[src/rtl/dbg_bus_arbiter.sv]
// rtl/dbg_bus_arbiter.sv - memory port arbiter between CPU and debug loader
module dbg_bus_arbiter #(
  parameter int AW       = 32,
  parameter int RST_HOLD = 4,
  parameter int WCNT_W   = 16
) (
  input  logic              CLK,
  input  logic              RES,
  input  logic              dbg_mem_op,
  input  logic [AW-1:0]     dbg_adr,
  input  logic [31:0]       dbg_do,
  input  logic [3:0]        dbg_wren,
  input  logic [AW-1:0]     cpu_adr,
  input  logic [31:0]       cpu_do,
  input  logic [3:0]        cpu_wren,
  input  logic              cpu_rd,
  output logic              cpu_n_reset,
  output logic              cpu_halt,
  output logic [AW-1:0]     mem_adr,
  output logic [31:0]       mem_do,
  output logic [3:0]        mem_wren,
  output logic              mem_rd,
  output logic              dbg_busy,
  output logic [WCNT_W-1:0] dbg_wcnt
);

  localparam int HW = (RST_HOLD > 1) ? $clog2(RST_HOLD) : 1;
  localparam logic [HW-1:0] HOLD_LAST = HW'(RST_HOLD - 1);

  typedef enum logic [1:0] {
    RUN   = 2'd0,
    DRAIN = 2'd1,
    DBG   = 2'd2,
    HOLD  = 2'd3
  } state_t;

  state_t          state, state_nx;
  logic [HW-1:0]   hold_cnt, hold_cnt_nx;
  logic            cpu_rd_q;
  logic [AW-1:0]   dbg_adr_q;
  logic [31:0]     dbg_do_q;
  logic [3:0]      dbg_wren_q;
  logic            dbg_first;
  logic            dbg_changed;
  logic            wr_pulse;
  logic            dbg_entry_clr;

  // Next-state selection and hold-time counting
  always_comb begin
    state_nx    = state;
    hold_cnt_nx = hold_cnt;
    case (state)
      RUN: begin
        // a read issued last cycle must complete before the CPU is stalled
        if (dbg_mem_op) state_nx = cpu_rd_q ? DRAIN : DBG;
      end
      DRAIN: begin
        state_nx = DBG;
      end
      DBG: begin
        if (!dbg_mem_op) begin
          state_nx    = HOLD;
          hold_cnt_nx = '0;
        end
      end
      HOLD: begin
        if (dbg_mem_op) begin
          state_nx    = DBG;
          hold_cnt_nx = '0;
        end else if (hold_cnt == HOLD_LAST) begin
          state_nx    = RUN;
          hold_cnt_nx = '0;
        end else begin
          hold_cnt_nx = hold_cnt + 1'b1;
        end
      end
      default: begin
        state_nx    = HOLD;
        hold_cnt_nx = '0;
      end
    endcase
  end

  // Debug writes are issued once per new address/data/enable combination
  always_comb begin
    dbg_changed   = (dbg_adr != dbg_adr_q) || (dbg_do != dbg_do_q) || (dbg_wren != dbg_wren_q);
    wr_pulse      = (state == DBG) && (dbg_first || dbg_changed);
    dbg_entry_clr = (state_nx == DBG) && ((state == RUN) || (state == DRAIN));
  end

  // Memory port mux; idle states drive a quiet bus
  always_comb begin
    mem_adr  = '0;
    mem_do   = '0;
    mem_wren = '0;
    mem_rd   = 1'b0;
    dbg_busy = 1'b0;
    case (state)
      RUN: begin
        mem_adr  = cpu_adr;
        mem_do   = cpu_do;
        mem_wren = cpu_wren;
        mem_rd   = cpu_rd;
      end
      DRAIN: begin
        dbg_busy = 1'b1;
      end
      DBG: begin
        mem_adr  = dbg_adr;
        mem_do   = dbg_do;
        mem_wren = wr_pulse ? dbg_wren : 4'h0;
        dbg_busy = 1'b1;
      end
      default: begin
        mem_adr = '0;
      end
    endcase
  end

  // State register and hold counter
  always_ff @(posedge CLK or posedge RES) begin
    if (RES) begin
      state    <= HOLD;
      hold_cnt <= '0;
    end else begin
      state    <= state_nx;
      hold_cnt <= hold_cnt_nx;
    end
  end

  // CPU control, registered from the upcoming state; reset stays released during DRAIN
  always_ff @(posedge CLK or posedge RES) begin
    if (RES) begin
      cpu_n_reset <= 1'b0;
      cpu_halt    <= 1'b1;
    end else begin
      cpu_n_reset <= (state_nx == RUN) || (state_nx == DRAIN);
      cpu_halt    <= (state_nx != RUN);
    end
  end

  // Previous-cycle history for read draining and debug write change detection
  always_ff @(posedge CLK or posedge RES) begin
    if (RES) begin
      cpu_rd_q   <= 1'b0;
      dbg_adr_q  <= '0;
      dbg_do_q   <= '0;
      dbg_wren_q <= '0;
      dbg_first  <= 1'b0;
    end else begin
      cpu_rd_q   <= cpu_rd;
      dbg_adr_q  <= dbg_adr;
      dbg_do_q   <= dbg_do;
      dbg_wren_q <= dbg_wren;
      dbg_first  <= (state_nx == DBG) && (state != DBG);
    end
  end

  // Session write counter: cleared on a fresh session, kept across HOLD re-entry
  always_ff @(posedge CLK or posedge RES) begin
    if (RES) begin
      dbg_wcnt <= '0;
    end else if (dbg_entry_clr) begin
      dbg_wcnt <= '0;
    end else if (wr_pulse && (dbg_wren != 4'h0)) begin
      dbg_wcnt <= dbg_wcnt + 1'b1;
    end
  end

endmodule
[config.mk]
export PLATFORM = sky130hd
export DESIGN_NAME = dbg_bus_arbiter
export DESIGN_NICKNAME = d
export VERILOG_FILES = /design/src/rtl/dbg_bus_arbiter.sv
export SDC_FILE = /design/constraint.sdc
export NUM_CORES = 1
export LEC_CHECK = 0
export BUFFER_PORTS_ARGS = -buffer_cell sky130_fd_sc_hd__buf_2
export CAP_MARGIN = 20
export CORE_AREA = 2 2 103 105
export CTS_CLUSTER_DIAMETER = 50
export DETAILED_ROUTE_END_ITERATION = 8
export DIE_AREA = 0 0 105 107
export PLACE_DENSITY = 0.81
export REMOVE_ABC_BUFFERS = 1
export SYNTH_ARGS = -nofsm -noshare
export SYNTH_HDL_FRONTEND = slang
export SYNTH_SLANG_ARGS = --single-unit
[constraint.sdc]
create_clock -name CLK -period 3.05 [get_ports CLK]
set_input_delay 0.4575 -clock CLK [delete_from_list [all_inputs] [get_ports CLK]]
set_output_delay 0.4575 -clock CLK [all_outputs]
set_load 0.02 [all_outputs]
### Word-level counts from Yosys, hierarchy flattened

Index checks and enable logic that the tools add are counted.

* reduce and logical (&&, ||, !) cells: 17
* muxes and demuxes: 18
* equality and inequality tests: 11
* $add $sub $neg: 2

Operators by type and width (number)
* 32-bit case mux with 2 select lines: 2
* 32-bit inequality test: 2
* 16-bit two-way mux: 2
* 16-bit by 1-bit adder with 16-bit output (second input constant): 1
* 2-bit two-way mux: 8
* 2-bit == test (second input constant): 4
* 2-bit case mux with 4 select lines: 1
* 4-bit case mux with 2 select lines: 1
* 2-bit nonzero test: 3
* 1-bit logical OR: 5
* 2-bit by 1-bit == test with 1-bit output (second input constant): 2
* 1-bit logical AND: 4
* 2-bit logical NOT: 2
* 4-bit two-way mux: 1
* 2-bit inequality test (second input constant): 2
* 4-bit inequality test: 1
* 2-bit case mux with 2 select lines: 1
* 4-bit nonzero test: 1
* 2-bit by 1-bit adder with 2-bit output (second input constant): 1
* 1-bit two-way mux: 2
* 2-bit AND reduction: 1
* 2-bit OR reduction: 1

* bits of input ports: 140
* register bits after elaboration: 92
* output and inout port bits: 88

### Logic depth before layout (Yosys ltp)

Gate-level depths: netlist (run 1).

* depth after elaboration: 8
* gate-level depth with buffers: 9

### Worst setup path after synthesis (run 1)

Ideal clock, no wire load.

* path type: input-to-output
* start: input dbg_adr[16]
* end: output mem_wren[1]
* arrival time: 2.116 ns
* path slack: 0.476 ns
* stages: 7
* cell sequence: inv_1 a2111oi_4 nand4_1 or4_4 o21ai_4 buf_6 o21ai_0

* longest elaborated chain between the ends: 7

Ends and longest elaborated chain
* from (decl): line 10 `input logic [AW-1:0] dbg_adr,`
* 32-bit inequality test: line 86 `dbg_changed = (dbg_adr != dbg_adr_q) || (dbg_do != dbg_do_q) || (dbg_wren != dbg_wren_q);`
* 1-bit logical OR (2 in series): line 86
* 1-bit logical OR: line 87 `wr_pulse = (state == DBG) && (dbg_first || dbg_changed);`
* 1-bit logical AND: line 87
* 4-bit two-way mux: line 111 `mem_wren = wr_pulse ? dbg_wren : 4'h0;`
* 4-bit case mux with 2 select lines: line 98 `case (state)`
* to (decl): line 21 `output logic [3:0] mem_wren,`

No other way between the ends.

### Worst setup path after layout (run 1)

* start: register dbg_wren_q[3]
* end: output mem_wren[2]

* longest elaborated chain between the ends: 6

Ends and longest elaborated chain
* from (decl): line 42 `logic [3:0] dbg_wren_q;`
* from (signal assigned): line 154 `dbg_wren_q <= dbg_wren;`
* 4-bit inequality test: line 86
* 1-bit logical OR: line 86
* 1-bit logical OR: line 87
* 1-bit logical AND: line 87
* 4-bit two-way mux: line 111
* 4-bit case mux with 2 select lines: line 98

No other way between the ends.

==> impl_metrics.py, run 1 <==
metrics = {
    "detailed_routing": {
        "routed_via_density": 5.33,
        "antenna_violating_nets_post_route": 0,
        "detailedRoute.firstPassIterationCount": 4,
        "drt_iter0_drc": 153,
        "detailroute.via_count": 4124,
        "detail_route.wl_per_cell_um": 15.3,
        "route.detailed.drc": 0,
        "detail_route.wirelength_um": 11800,
    },
    "timing": {
        "clock_skew_ns": 0.00862,
        "hold_slack_ns": 0.204,
        "timing.final.crit_share": 0.956,
        "achievable_freq_ghz": 0.343,
        "finalCriticalPeriod_ns": 2.91,
        "number_of_hold_violations_in_the_final_report": 0,
        "final_max_slew_viol_count": 0,
        "rsz0062_at_grt": "false",
        "layout_setup_ws_ns": 0.135,
        "final-setup-viol-count": 0,
        "final.setup.tns_ns": 0,
        "slew-limit-headroom": 0.556,
        "worst_pin_slew_ns": 0.666,
    },
    "yosys": {
        "postSynthCellCount": 402,
        "synth-seq-area-share": 0.505,
        "synth_area_um2": 4570,
        "synth-warning-count": 0,
        "postSynthRegisterBits": 92,
        "yosys_most_used_dff": "sky130_fd_sc_hd__dfrtp_1",
        "synth_async_sr_flop_share": 1.00,
        "avgSynthCellArea_um2": 11.4,
        "synth_edf_count": 0,
        "synth_cell_type_count": 47,
    },
    "critical_path": {
        "path_type_of_the_worst_setup_path": "register to primary output",
        "crit_required_ns": 2.59,
        "data_arrival_time_of_the_critical_path_ns": 2.46,
        "critPathSlowestCell": "sky130_fd_sc_hd__or4_4",
        "end_kind": "primary output",
        "slowest_delay_ns": 0.58,
        "r2r-start": "state[1]",
        "worst-path-max-fanout": 4,
        "worst_r2r_setup_slack_ns": 0.59,
        "timing_startpoint_of_the_critical_path": "dbg_wren_q[3]",
        "crit_path_start_kind": "register",
        "crit_path_cell_trace": "xor2_1, a221oi_1, nand4_1, or4_4, o21a_2, a22o_1, buf_2",
        "reg2reg_capture_point": "dbg_wcnt[10]",
        "worst_setup_path_endpoint": "mem_wren[2]",
        "worst_r2r_path_depth": 8,
    },
    "clock_tree": {
        "max-clock-path-buffers": 2,
        "tritoncts_clock_tree": "built",
        "h_tree_level_count": 3,
        "post_cts_hold_buffer_count": 0,
        "worst_skew_pair.late_latency_ns": 0.35,
        "cts-buffers-inserted": 9,
        "ctsRootBufferMaster": "sky130_fd_sc_hd__clkbuf_8",
        "number_of_clock_sinks": 92,
        "clk_pin_slew_worst_paths_ns": 0.08,
    },
    "layout": {
        "mostFrequentLayoutCell": "sky130_fd_sc_hd__buf_2",
        "antenna-diode-count": 0,
        "number_of_nets_in_the_layout": 779,
        "post_route_cells_drive_above_1_share": 0.442,
        "area_growth_pct": 34.8,
        "n_fill_cell": 892,
        "share_of_the_core_filled_with_cells_in_the_final_layout": 0.610,
        "layout_common_cells": "sky130_fd_sc_hd__buf_2 (227), sky130_fd_sc_hd__dfrtp_1 (89), sky130_fd_sc_hd__a22o_1 (62)",
    },
    "grt": {
        "globalRoute.totalOverflow": 0,
        "first_global_vias": 4051,
        "antenna_found_initial": 0,
        "grt_max_degree": 93,
        "track_usage": 0.210,
        "grt_pass1_wl_um": 19000,
    },
    "worst_hold_path": {
        "min-delay-path-class": "primary input to asynchronous set/reset pin",
    },
    "placed_design": {
        "globalplace.congestion": 0.839,
        "number_of_i_o_port_buffers": 227,
        "dpl_worst_slack_ns": 0.222,
        "post-dp-hpwl_um": 9030,
    },
    "floorplanning": {
        "core_area_um2": 10100,
        "fp.dieH_um": 107,
        "floorplan.die_area_um2": 11200,
        "ios": 228,
        "start_util": 0.452,
        "rows": 37,
        "floorplan.die.width_um": 105,
    },
    "pwr": {
        "ir_drop_uv": 476,
        "total_power_uw": 5020,
        "leakagePower_uw": 0.00303,
        "cellPowerDensity_nw_per_um2": 816,
    },
    "flow_run": {
        "max_cap_violations": 0,
    },
    "status": {
        "run_status": "completed",
    },
}
## critical path, delay by kind of cell, from the launching register on
| kind | cells | cell delay (ns) |
|---|---|---|
| AND/OR/NAND/NOR | 2 | 0.70 |
| buffers and inverters | 1 | 0.15 |
| AO/OA/AOI/OAI | 3 | 0.70 |
| XOR/XNOR | 1 | 0.16 |
| flip-flops | 1 | 0.39 |
## state kept, by name, indices dropped and copies added, names as in the netlist
signal / flops
hold_cnt: 2
cpu_n_reset: 1
state: 2
dbg_wcnt: 16
dbg_first: 1
dbg_wren_q: 4
dbg_adr_q: 32
dbg_do_q: 32
cpu_halt: 1
cpu_rd_q: 1
## power by group
part | total, uW | switching [uW] | internal (uW) | leakage [uW]
clock network | 943 | 413 | 530 | 0.000116
registers | 1410 | 72.5 | 1340 | 0.00111
logic | 2660 | 1680 | 984 | 0.00180
total | 5020 | 2170 | 2850 | 0.00303
## kinds of logic (layout without fill, tap and decap cells)
group | Yosys count | count (layout) | synth area share
AND/OR/NAND/NOR | 93 | 93 | 0.117
buffers and inverters | 37 | 273 | 0.0337
AO/OA/AOI/OAI | 117 | 117 | 0.218
adder cells (fa/ha/maj) | 6 | 6 | 0.0164
XOR/XNOR | 56 | 56 | 0.107
flip-flops | 92 | 92 | 0.505
multiplexers | 1 | 1 | 0.00219
## through the flow
step	cell area [um^2]	instances
2_1_floorplan	4480	384
3_5_place_dp	5870	754
5_1_grt	6150	774
4_1_cts	6110	770
6_report	6150	774
3_3_place_gp	5870	754
## area by class of cell
cell class	instances	area, um^2	share of cell area
tap	136	170	0.0276
sequential	92	2310	0.375
multi-input combinational	273	2120	0.345
inverter	19	73.8	0.0120
timing repair buffer	238	1240	0.202
clock inverter	3	67.6	0.0110
clock buffer	13	169	0.0274
## metal layers
metal,part of all wire,vias to the layer above,global-route usage
li1,-,1957,-
met1,0.41,1991,0.257
met2,0.51,162,0.369
met3,0.072,14,0.0474
met4,0.013,0,0.0648
met5,0,-,0
## synthesized netlist by cell type, drive strengths merged, types with 2 or more instances
| cell type | n | area [um^2] |
|---|---|---|
| a2111oi | 2 | 55.1 |
| a21oi | 13 | 95.1 |
| a221oi | 3 | 26.3 |
| a22o | 62 | 543 |
| and2 | 4 | 25.0 |
| and3 | 4 | 25.0 |
| buf | 5 | 33.8 |
| clkbuf | 13 | 48.8 |
| dfrtp | 89 | 2230 |
| dfstp | 3 | 78.8 |
| ha | 6 | 75.1 |
| inv | 19 | 71.3 |
| nand2 | 20 | 75.1 |
| nand2b | 5 | 31.3 |
| nand3 | 4 | 20.0 |
| nand4 | 14 | 87.6 |
| nor2 | 5 | 18.8 |
| nor2b | 8 | 50.1 |
| nor4 | 7 | 43.8 |
| o211ai | 3 | 22.5 |
| o21ai | 20 | 134 |
| o31ai | 4 | 30.0 |
| or3 | 9 | 56.3 |
| or4 | 9 | 71.3 |
| xnor2 | 34 | 298 |
| xor2 | 22 | 193 |
## how the worst min path moves through the flow
stage | cells past startpoint | endpoint
floorplan | 1 | hold_cnt[0]
global placement | 1 | hold_cnt[0]
detailed placement | 1 | hold_cnt[1]
CTS | 1 | cpu_rd_q
global route | 1 | cpu_rd_q
finish | 3 | dbg_adr_q[17]
## repair_timing
| action | 4_1_cts | 5_1_grt |
|---|---|---|
| resized for setup | 0 | 3 |
| buffers inserted | 0 | 4 |
| endpoints found under the setup margin | 0 | 3 |
| endpoints found under the hold margin | 0 | 0 |
No activity file was read; power rests on OpenSTA's default activity.
==> run 2: changes to the inputs <==
ABC_AREA = 1   (was default)
CORE_AREA = 2 2 109 111   (was 2 2 103 105)
DIE_AREA = 0 0 111 113   (was 0 0 105 107)
==> run 2 against run 1 <==
Clock power increased by 25%. Final area increased by 12%. Power increased by 6.4%. Critical endpoint is now mem_wren[3]. Largest power group unchanged.
==> impl_metrics.py, run 2 <==
metrics = {
    "status": {
        "run_status": "completed",
    },
    "flow_run": {
        "max_cap_violations": 0,
    },
    "layout": {
        "layout_common_cells": "sky130_fd_sc_hd__nand2_1 (285), sky130_fd_sc_hd__buf_2 (227), sky130_fd_sc_hd__inv_1 (141)",
        "post_route_cells_drive_above_1_share": 0.281,
        "area_growth_pct": 29.7,
        "biggest_registers_after_layout": "dbg_adr_q (32), dbg_do_q (32), dbg_wcnt (16)",
        "number_of_nets_in_the_layout": 1130,
        "n_fill_cell": 1060,
        "mostFrequentLayoutCell": "sky130_fd_sc_hd__nand2_1",
        "share_of_the_core_filled_with_cells_in_the_final_layout": 0.613,
        "antenna-diode-count": 0,
        "finalNonFillerCells": 1132,
    },
    "critical_path": {
        "critPathBufInv": 2,
        "path_type_of_the_worst_setup_path": "register to primary output",
        "crit_path_start_kind": "register",
        "end_kind": "primary output",
        "reg2reg_capture_point": "dbg_wcnt[6]",
        "data_arrival_time_of_the_critical_path_ns": 2.05,
        "worst-path-max-fanout": 13,
        "r2r-start": "state[1]",
        "critPathSlowestCell": "sky130_fd_sc_hd__dfstp_2",
        "crit_required_ns": 2.59,
        "worst_r2r_path_depth": 10,
        "slowest_delay_ns": 0.55,
        "crit_path_cell_trace": "ha_1, buf_4, nand2_1, o21ai_0, buf_2",
        "worst_r2r_setup_slack_ns": 0.64,
        "crit_path_leading_delay_family": "flip-flops",
    },
    "floorplanning": {
        "floorplan.die.width_um": 111,
        "rows": 39,
        "start_util": 0.473,
        "core_area_um2": 11300,
        "fp.dieH_um": 113,
        "ios": 228,
        "floorplan.die_area_um2": 12500,
    },
    "clock_tree": {
        "worst_skew_pair.late_latency_ns": 0.34,
        "postCtsSetupBuffers": 0,
        "ctsRootBufferMaster": "sky130_fd_sc_hd__clkbuf_16",
        "max-clock-path-buffers": 2,
        "number_of_clock_sinks": 92,
        "cts-buffers-inserted": 9,
        "cts_resized": 0,
        "h_tree_level_count": 3,
        "clk_pin_slew_worst_paths_ns": 0.07,
        "tritoncts_clock_tree": "built",
        "post_cts_hold_buffer_count": 0,
    },
    "yosys": {
        "avgSynthCellArea_um2": 7.00,
        "yosys.area_share.xor_xnor": 0.0247,
        "top_cells_by_instance_count_after_synthesis": "sky130_fd_sc_hd__nand2_1 (285), sky130_fd_sc_hd__inv_1 (142), sky130_fd_sc_hd__dfrtp_1 (89)",
        "synth.most_common_cell": "sky130_fd_sc_hd__nand2_1",
        "top_area_cell_type_share_of_the_netlist_area": 0.418,
        "postSynthRegisterBits": 92,
        "synth_area_um2": 5330,
        "synth_fa_ha_area_frac": 0.0141,
        "yosys_most_used_dff": "sky130_fd_sc_hd__dfrtp_1",
        "synth-warning-count": 0,
        "synth_edf_count": 0,
        "postSynthCellCount": 761,
        "synth_async_sr_flop_share": 1.00,
        "synth_cell_type_count": 33,
        "synth.mux.area_fraction": 0,
        "combinational_family_with_the_most_area_after_synthesis": "simple AND/OR/NAND/NOR gates",
        "synth_largest_area_cell": "sky130_fd_sc_hd__dfrtp_1",
        "synth-seq-area-share": 0.433,
        "synthesized_area_fraction_occupied_by_ao_oa_aoi_and_oai_cells": 0.101,
        "post_synth_main_area_contributors": "sky130_fd_sc_hd__dfrtp_1 (42%), sky130_fd_sc_hd__nand2_1 (20%), sky130_fd_sc_hd__inv_1 (10%)",
        "yosys.area_share.simple": 0.301,
    },
    "timing": {
        "worst_pin_slew_ns": 0.572,
        "timing.final.crit_share": 0.823,
        "final-setup-viol-count": 0,
        "final.setup.tns_ns": 0,
        "clock_skew_ns": 0.00610,
        "layout_setup_ws_ns": 0.541,
        "final_max_slew_viol_count": 0,
        "finalCriticalPeriod_ns": 2.51,
        "slew-limit-headroom": 0.619,
        "achievable_freq_ghz": 0.399,
        "number_of_hold_violations_in_the_final_report": 0,
        "rsz0062_at_grt": "false",
    },
    "pwr": {
        "cellPowerDensity_nw_per_um2": 773,
        "leakagePower_uw": 0.00418,
        "total_power_uw": 5340,
        "ir_drop_uv": 473,
    },
    "grt": {
        "grt_max_degree": 49,
        "globalRoute.totalOverflow": 0,
        "antenna_found_initial": 0,
        "grt_pass1_wl_um": 22700,
        "track_usage": 0.221,
        "first_global_vias": 4867,
    },
    "placed_design": {
        "placed_cells_incl_taps": 1116,
        "globalplace.congestion": 0.841,
        "post-dp-hpwl_um": 10700,
        "dpl_worst_slack_ns": 0.638,
        "number_of_i_o_port_buffers": 227,
    },
    "detailed_routing": {
        "detail_route.wl_per_cell_um": 12.2,
        "detailedRoute.firstPassIterationCount": 5,
        "detailroute.via_count": 5311,
        "detail_route.wirelength_um": 13800,
        "antenna_violating_nets_post_route": 0,
        "routed_via_density": 4.69,
        "route.detailed.drc": 0,
        "drt_iter0_drc": 265,
    },
    "worst_hold_path": {
        "min-delay-path-class": "primary input to asynchronous set/reset pin",
    },
}
[run 2: changes by cell type after synthesis, moves of 9 or more]
| cell | previous run | this run |
|---|---|---|
| sky130_fd_sc_hd__a22o_1 | 62 | 11 |
| sky130_fd_sc_hd__inv_1 | 19 | 142 |
| sky130_fd_sc_hd__xnor2_1 | 34 | 11 |
| sky130_fd_sc_hd__nand2_1 | 20 | 285 |
| sky130_fd_sc_hd__nand3_1 | 4 | 31 |
| sky130_fd_sc_hd__o21ai_0 | 10 | 68 |
| sky130_fd_sc_hd__xor2_1 | 22 | 4 |
| sky130_fd_sc_hd__or3_1 | 9 | 0 |
| sky130_fd_sc_hd__nor2_1 | 5 | 44 |
[run 2: cell families (layout without fill, tap and decap cells)]
logic type | Yosys count | count (layout)
xor gates and xnor gates | 15 | 15
and+or+nand+nor | 389 | 389
AOI/OAI and AO/OA | 90 | 90
DFF | 92 | 92
buffers and inverters | 169 | 397
adders and majority gates | 6 | 6
[run 2: report_power, final]
group	switching, uW	total [uW]	internal, uW
Clock	464	1180	715
Combinational	1850	2720	870
Sequential	92.0	1450	1350
Total	2400	5340	2940
[run 2: per-layer routing]
metal	GRT usage	part of all wire	wire length, um
met1	0.292	0.45	6190
met5	0	0	0
met2	0.378	0.47	6440
met4	0.0700	0.016	216
met3	0.0321	0.067	923
[run 2: worst max-delay path by stage]
stage	start	endpoint	depth (start not counted)
final	state[1]	mem_wren[3]	5
after detailed placement	state[1]	dbg_wcnt[3]	10
after global placement	state[1]	dbg_wcnt[13]	10
after floorplan	state[0]	dbg_wcnt[9]	12
after global routing	dbg_do_q[17]	mem_wren[3]	11
after CTS	state[0]	mem_wren[1]	6
[run 2: final cells by class]
class | instances | area [um^2] | area share
timing repair buffer | 233 | 1190 | 0.173
sequential | 92 | 2310 | 0.334
tap | 143 | 179 | 0.0259
clock buffer | 9 | 225 | 0.0326
multi-input combinational | 500 | 2360 | 0.341
clock inverter | 7 | 91.3 | 0.0132
inverter | 148 | 558 | 0.0808
[run 2: per-stage QoR]
| stage | hold slack [ns] | cell area (um^2) |
|---|---|---|
| after floorplan | 0.489 | 5220 |
| after global routing | 0.224 | 6910 |
| after global placement | 0.532 | 6590 |
| final | 0.168 | 6910 |
| after CTS | 0.195 | 6910 |
| after detailed placement | 0.534 | 6590 |
==> run 3: changes to the inputs <==
clock period = 2.34 ns   (was 3.05 ns; I/O delays follow)
==> run 3 against run 2 <==
Clock skew up 0.00053 ns. Critical path depth unchanged. Register-to-register slack worse by 0.48 ns. Count of clock-buffer cells in the layout up 3. Power up 32%. Critical endpoint is now mem_adr[19]. Largest power group unchanged.
==> impl_metrics.py, run 3 (synthesis gave the netlist of run 2 again) <==
metrics = {
    "timing": {
        "final-setup-viol-count": 0,
        "layout_setup_ws_ns": 0.141,
        "achievable_freq_ghz": 0.455,
        "rsz0062_at_grt": "true",
        "number_of_hold_violations_in_the_final_report": 0,
        "finalCriticalPeriod_ns": 2.20,
        "hold_slack_ns": 0.0918,
        "slew-limit-headroom": 0.580,
        "worst_pin_slew_ns": 0.630,
        "timing.final.crit_share": 0.940,
        "final_max_slew_viol_count": 0,
        "clock_skew_ns": 0.00664,
    },
    "grt": {
        "met3_usage": 0.0343,
        "first_global_vias": 4941,
        "track_usage": 0.225,
        "grt.met1_usage": 0.290,
        "globalRoute.totalOverflow": 0,
        "globalRouteMet2Util": 0.392,
        "grt_pass1_wl_um": 23100,
        "grt.busiest_layer": "met2",
        "antenna_found_initial": 1,
        "grt_max_degree": 50,
    },
    "critical_path": {
        "crit_required_ns": 1.99,
        "path_type_of_the_worst_setup_path": "register to primary output",
        "reg2reg_capture_point": "dbg_wcnt[10]",
        "data_arrival_time_of_the_critical_path_ns": 1.85,
        "worst_r2r_setup_slack_ns": 0.16,
        "r2r-start": "state[0]",
        "crit_path_start_kind": "register",
        "critPathSlowestCell": "sky130_fd_sc_hd__dfstp_2",
        "crit_path_cell_trace": "ha_2, inv_2, buf_12, o21ai_0, buf_2",
        "worst_r2r_path_depth": 13,
        "cp_num_cells": 5,
        "crit_path_leading_delay_family": "flip-flops",
        "end_kind": "primary output",
        "worst-path-max-fanout": 31,
        "slowest_delay_ns": 0.56,
        "critPathBufInv": 3,
    },
    "detailed_routing": {
        "drt_iter0_drc": 272,
        "detailedRoute.firstPassIterationCount": 5,
        "antenna_violating_nets_post_route": 0,
        "detail_route.wirelength_um": 14000,
        "detailroute.via_count": 5381,
        "detail_route.wl_per_cell_um": 12.4,
        "routed_via_density": 4.74,
        "route.detailed.drc": 0,
    },
    "floorplanning": {
        "ios": 228,
        "fp.dieH_um": 113,
        "core_area_um2": 11300,
        "floorplan.die.width_um": 111,
        "start_util": 0.473,
        "rows": 39,
        "floorplan.die_area_um2": 12500,
    },
    "clock_tree": {
        "ctsRootBufferMaster": "sky130_fd_sc_hd__clkbuf_16",
        "number_of_clock_sinks": 92,
        "worst_skew_pair.late_latency_ns": 0.33,
        "max-clock-path-buffers": 2,
        "h_tree_level_count": 3,
        "cts-buffers-inserted": 9,
        "tritoncts_clock_tree": "built",
        "clk_pin_slew_worst_paths_ns": 0.06,
    },
    "placed_design": {
        "post-dp-hpwl_um": 11000,
        "placedInstanceArea_um2": 6620,
        "number_of_i_o_port_buffers": 227,
        "globalplace.congestion": 0.876,
        "dpl_worst_slack_ns": 0.204,
    },
    "pwr": {
        "leakagePower_uw": 0.00419,
        "cellPowerDensity_nw_per_um2": 1010,
        "ir_drop_uv": 672,
    },
    "layout": {
        "share_of_the_core_filled_with_cells_in_the_final_layout": 0.619,
        "layout_common_cells": "sky130_fd_sc_hd__nand2_1 (284), sky130_fd_sc_hd__buf_2 (226), sky130_fd_sc_hd__inv_1 (140)",
        "fin_area_um2": 6980,
        "area_growth_pct": 31.0,
        "n_fill_cell": 1032,
        "number_of_nets_in_the_layout": 1133,
        "mostFrequentLayoutCell": "sky130_fd_sc_hd__nand2_1",
        "post_route_cells_drive_above_1_share": 0.289,
        "biggest_registers_after_layout": "dbg_adr_q (32), dbg_do_q (32), dbg_wcnt (16)",
    },
    "status": {
        "run_status": "completed",
    },
    "worst_hold_path": {
        "min-delay-path-class": "primary input to asynchronous set/reset pin",
    },
    "flow_run": {
        "max_cap_violations": 0,
    },
}
## run 3: worst max-delay path by stage
stage	from	to	slack, ns
global route	state[0]	dbg_wcnt[10]	-0.004
floorplan	state[0]	dbg_wcnt[9]	-0.79
detailed placement	state[0]	dbg_wcnt[10]	0.20
finish	state[1]	mem_adr[19]	0.14
CTS	state[1]	mem_wren[1]	0.001
global placement	dbg_adr[23]	mem_wren[1]	0.23
## run 3: worst register-to-register path: cells and delay by family (launching register included)
kind	cells	cell delay (ns)
adder cells (fa/ha/maj)	1	0.26
AO/OA/AOI/OAI	2	0.15
AND/OR/NAND/NOR	6	0.74
flip-flops	1	0.57
buffers and inverters	4	0.40
## run 3: repair_timing
action | 4_1_cts | 5_1_grt
pin swaps | 0 | 1
setup endpoints to repair | 3 | 67
gates cloned | 0 | 0
setup buffers | 0 | 1
hold buffers | 0 | 0
resized for setup | 2 | 16
## run 3: stage by stage
| step | setup TNS [ns] | power [uW] | instances |
|---|---|---|---|
| CTS | 0 | 7020 | 1133 |
| detailed placement | 0 | 5540 | 1118 |
| global placement | 0 | 5490 | 1118 |
| floorplan | -61.67 | 4250 | 740 |
| global route | -0.00444 | 7540 | 1135 |
| finish | 0 | 7050 | 1135 |
## run 3: layout make-up
cell class | instances | area [um^2] | share of cell area
Multi-Input combinational cell | 500 | 2370 | 0.340
Sequential cell | 92 | 2310 | 0.330
Antenna cell | 1 | 2.50 | 0.000358
Clock buffer | 12 | 256 | 0.0367
Inverter | 148 | 558 | 0.0799
Timing Repair Buffer | 236 | 1260 | 0.181
Clock inverter | 3 | 46.3 | 0.00663
Tap cell | 143 | 179 | 0.0256
## run 3: where the power goes
part / leakage (uW) / internal, uW / total [uW] / switching (uW)
Clock: 0.000145 / 882 / 1460 / 575
Combinational: 0.00294 / 1250 / 3710 / 2460
Sequential: 0.00111 / 1760 / 1890 / 122
Total: 0.00419 / 3900 / 7050 / 3150
## run 3: per-layer routing
| layer | vias up | routed length, um |
|---|---|---|
| met3 | 17 | 801 |
| met4 | 0 | 200 |
| met5 | - | 0 |
| li1 | 2772 | - |
| met1 | 2417 | 6250 |
| met2 | 175 | 6790 |
